## src/rtl/rom_read_arbiter.sv

```systemverilog
// Two-requester round-robin arbiter in front of a synchronous-read ROM.
// Serialises reads, waits out the memory latency, then returns the captured
// word to the winning requester with a one-cycle valid pulse.
module rom_read_arbiter #(
    parameter int ADDR_W  = 2,
    parameter int DATA_W  = 8,
    parameter int MEM_LAT = 1
) (
    input  logic              iClk,
    input  logic              iReset,
    input  logic              iReq0,
    input  logic [ADDR_W-1:0] iAddr0,
    input  logic              iReq1,
    input  logic [ADDR_W-1:0] iAddr1,
    output logic              oGnt0,
    output logic              oGnt1,
    output logic              oValid0,
    output logic              oValid1,
    output logic [DATA_W-1:0] oData,
    output logic [ADDR_W-1:0] oMemAddr,
    output logic              oMemEn,
    input  logic [DATA_W-1:0] iMemData,
    output logic              oBusy
);

    // Counter wide enough for MEM_LAT-1 over the legal 1..4 range.
    localparam int CNT_W = 3;

    typedef enum logic [1:0] {
        IDLE  = 2'd0,
        ISSUE = 2'd1,
        WAIT  = 2'd2,
        RESP  = 2'd3
    } state_t;

    state_t              state_q, state_d;
    logic [ADDR_W-1:0]   addr_q,  addr_d;
    logic                win_q,   win_d;
    logic                last_q,  last_d;
    logic [CNT_W-1:0]    cnt_q,   cnt_d;
    logic [DATA_W-1:0]   data_q,  data_d;

    logic                req_any;
    logic                pick;

    // With both requesting, the one that did not win last time goes first;
    // otherwise the lone requester wins.
    assign req_any = iReq0 | iReq1;
    assign pick    = (iReq0 & iReq1) ? ~last_q : iReq1;

    // State register; reset returns to IDLE and drops any in-flight read.
    always_ff @(posedge iClk) begin
        if (iReset) begin
            state_q <= IDLE;
        end else begin
            state_q <= state_d;
        end
    end

    // Next-state and datapath next values: arbitration, latency count, capture.
    always_comb begin
        state_d = state_q;
        addr_d  = addr_q;
        win_d   = win_q;
        last_d  = last_q;
        cnt_d   = cnt_q;
        data_d  = data_q;
        unique case (state_q)
            IDLE: begin
                if (req_any) begin
                    state_d = ISSUE;
                    win_d   = pick;
                    last_d  = pick;
                    addr_d  = pick ? iAddr1 : iAddr0;
                end
            end
            ISSUE: begin
                cnt_d   = CNT_W'(MEM_LAT - 1);
                state_d = WAIT;
            end
            WAIT: begin
                if (cnt_q == '0) begin
                    data_d  = iMemData;
                    state_d = RESP;
                end else begin
                    cnt_d = cnt_q - CNT_W'(1);
                end
            end
            RESP: begin
                state_d = IDLE;
            end
            default: begin
                state_d = IDLE;
            end
        endcase
    end

    // Datapath registers; rLast resets to 1 so requester 0 has first priority.
    always_ff @(posedge iClk) begin
        if (iReset) begin
            addr_q <= '0;
            win_q  <= 1'b0;
            last_q <= 1'b1;
            cnt_q  <= '0;
            data_q <= '0;
        end else begin
            addr_q <= addr_d;
            win_q  <= win_d;
            last_q <= last_d;
            cnt_q  <= cnt_d;
            data_q <= data_d;
        end
    end

    // Outputs decoded from state and registered winner only; no path from iReq.
    always_comb begin
        oMemEn  = (state_q == ISSUE);
        oGnt0   = (state_q == ISSUE) & ~win_q;
        oGnt1   = (state_q == ISSUE) &  win_q;
        oValid0 = (state_q == RESP)  & ~win_q;
        oValid1 = (state_q == RESP)  &  win_q;
        oBusy   = (state_q != IDLE);
    end

    assign oMemAddr = addr_q;
    assign oData    = data_q;

endmodule

```

## config.mk

```make
export PLATFORM = sky130hd
export DESIGN_NAME = rom_read_arbiter
export DESIGN_NICKNAME = d
export VERILOG_FILES = /design/src/rtl/rom_read_arbiter.sv
export SDC_FILE = /design/constraint.sdc
export NUM_CORES = 1
export LEC_CHECK = 0
export ABC_AREA = 1
export CAP_MARGIN = 10
export CORE_MARGIN = 2
export CORE_UTILIZATION = 39
export CTS_BUF_LIST = sky130_fd_sc_hd__clkbuf_4 sky130_fd_sc_hd__clkbuf_8
export CTS_CLUSTER_SIZE = 30
export DETAILED_ROUTE_END_ITERATION = 8
export PLACE_DENSITY = 0.73
export SKIP_LAST_GASP = 1
export SLEW_MARGIN = 20
export SYNTH_ARGS = -nofsm -noshare
export SYNTH_HDL_FRONTEND = slang
export SYNTH_SLANG_ARGS = --single-unit
```

## constraint.sdc

```tcl
create_clock -name iClk -period 1.33 [get_ports iClk]
set_clock_uncertainty 0.1 [all_clocks]
set_input_delay 0.133 -clock iClk [delete_from_list [all_inputs] [get_ports iClk]]
set_output_delay 0.133 -clock iClk [all_outputs]
set_load 0.01 [all_outputs]
```

==> results.cfg <==
[power]
comb_power_share_pct = 53.6
seq_power_share_pct = 33.1
power_leakage_nw = 0.677
ir_worst_vdd_mv = 1.00
power_switching_uw = 894
swShare_pct = 38.7
p_per_area_nw_per_um2 = 1630
clock_power_share_pct = 13.3
p_int_mw = 1.41

[route]
avgRoutedWirePerCell_um = 12.3
avgViaCountPerCell = 4.75
via_count = 912
drt_wl_total_um = 2360
ant_nets = 0
drtPass1Iterations = 4
drc = 0
drt-initial-drc-count = 13

[timing]
fmax_mhz = 710
setup_violations = 16
rsz0062_at_grt = yes
fin_crit_sh_pct = 106
setup_ws_ps = -78.1
period_minus_slack_ps = 1410
slew_viol_final = 0
worst_pin_slew_ps = 251
setup_tns_ps = -612
finalHoldViolCount = 0
max-slew-margin-rel_pct = 83.1
whs_ps = 325

[yosys]
yosys_register_bits = 17
ys_seq_area_share_pct = 42.7
avgSynthCellArea_um2 = 7.12
synth.largest_area_cell = dfxtp_1
synth_cell_types = 12
synth_warnings = 0
syn-cell-area_um2 = 797
syn_inst = 112
synth_top_area_share_pct = 42.7
synthTopCellsByArea = dfxtp_1 (43%), nor2_1 (14%), ha_1 (11%)
synth_nets = 135

[clock_network]
htreeDepth = 1
cts_hold_buf = 0
cts_buffers = 3
cts_root_buf = clkbuf_4
clkLatencyLatePin_ps = 290
clk_pin_slew_ps = 100
cts_buffer_depth = 2
clkSinkCount = 17
cts_tree = yes

[finish]
diodes = 0
final_common_cell = nor2_1
drive_above_1_share_pct = 35.2
fin_nets = 189
syn_to_final_growth_pct = 78.2
layout.cells.most_common_list = nor2_1 (27), nand2_1 (15), clkdlybuf4s50_1 (15), buf_4 (15), dfxtp_1 (13)
fill_cells = 167

[global_routing]
antenna_found_initial = 0
grtUsageTotal_pct = 20.2
grt_pass1_vias = 835
grt.overflow.total = 0
grt_max_degree = 10
grt_pass1_wl_um = 3770

[floorplanning]
io_pins = 32
fp.dieW_um = 49.2
die_h_um = 49.2
dieArea_um2 = 2420
rows = 16
start_util_pct = 41.0
core-area_um2 = 1940

[placement]
io_buffer_count = 31
place_hpwl_um = 1520
place.gp.congestion = 0.754

[worst_setup_path]
required_ps = 1420
crit_fanout = 5
r2r_slack_ps = -80
critPathKind = reg -> reg
r2r-start = cnt_q[1]$_SDFFE_PP0P_
r2r_cells = 8
setup.worst_path.start_class = flip-flop
critPathCapture = state_q[0]$_SDFFE_PP0P_
worstSetupStartpoint = cnt_q[1]$_SDFFE_PP0P_
r2r_end = state_q[0]$_SDFFE_PP0P_
crit_arrival_ps = 1500
end_kind = flip-flop

[run_status]
outcome = finished with violations
violations = negative setup slack

[hold_path]
hp-class = in -> reg

[run]
max-cap-violations = 0
[power by group through the flow]
stage / Sequential, mW / Clock [mW] / Combinational (mW)
after detailed placement: 0.742 / 0 / 1.07
after CTS: 0.749 / 0.304 / 1.12
after global placement: 0.730 / 0 / 1.03
after floorplan: 0.778 / 0 / 0.458
after global routing: 0.785 / 0.342 / 1.36
final: 0.763 / 0.308 / 1.24
[cell families after synthesis]
kind of cell             count (synthesis)  share of synthesized area [%]
buffers and inverters                   17                           8.16
adder cells (fa/ha/maj)                  7                           11.0
AND/OR/NAND/NOR                         52                           25.9
AO/OA/AOI/OAI                           19                           12.2
flip-flops                              17                           42.7
[sequential cells by signal (all words and copies together), names as in the netlist]
signal,cells
cnt_q,3
last_q,1
oData,8
state_q,2
oMemAddr,2
win_q,1
[area by class of cell]
class	count	area (um2)	area share, %
multi-input cells	78	502	35.3
clock buffers	4	30.0	2.11
well taps	27	33.8	2.38
flip-flops and latches	17	350	24.7
repair buffers	50	438	30.8
inverters	16	66.3	4.67
[per-stage QoR]
stage | power (mW) | setup WS, ps | cells | util [%] | area (um2)
global route | 2.49 | -141 | 192 | 73.1 | 1420
finish | 2.31 | -78.1 | 192 | 73.1 | 1420
CTS | 2.18 | -44.0 | 190 | 70.2 | 1360
floorplan | 1.24 | 17.0 | 112 | - | 800
detailed placement | 1.81 | -241 | 180 | 62.9 | 1220
global placement | 1.76 | -170 | 180 | 62.9 | 1220
[cell usage after synthesis]
master / instances
nor2_1: 29
dfxtp_1: 17
nand2_1: 17
inv_1: 16
o21ai_0: 12
ha_1: 7
a21oi_1: 6
nand3_1: 3
or2_1: 2
buf_2: 1
nand2_2: 1
o21a_1: 1
[worst max-delay path, stage by stage (launching register included)]
cell and delay [ps]:
dfxtp_2 350, inv_2 40, ha_4 150, ha_4 170
inv_2 60, nand2_4 60, buf_4 140, a21oi_1 160
nor2_1 60
[layer usage]
metal | vias up | share of wire [%] | track usage [%]
met3 | 11 | 6.6 | 3.99
met1 | 400 | 39 | 21.5
met5 | - | 0 | 0
met2 | 43 | 51 | 38.7
met4 | 0 | 3.4 | 7.14
li1 | 458 | - | -
[worst min path at each step]
stage                                startpoint               endpoint  slack [ps]  cells past startpoint
final                               iMemData[7]  oData[7]$_SDFFE_PP0P_         330                      3
after global routing                iMemData[7]  oData[7]$_SDFFE_PP0P_         330                      3
after CTS                           iMemData[7]  oData[7]$_SDFFE_PP0P_         340                      3
after detailed placement  cnt_q[1]$_SDFFE_PP0P_  cnt_q[1]$_SDFFE_PP0P_         350                      2
after global placement      last_q$_SDFFE_PP1P_    last_q$_SDFFE_PP1P_         340                      2
after floorplan                          iReset  cnt_q[1]$_SDFFE_PP0P_         100                      1
[repair_timing]
action,4_1_cts,5_1_grt
pin swaps,9,9
setup buffers,6,2
resized for setup,70,16
endpoints found under the setup margin,31,21
No activity file was read; power rests on OpenSTA's default activity.
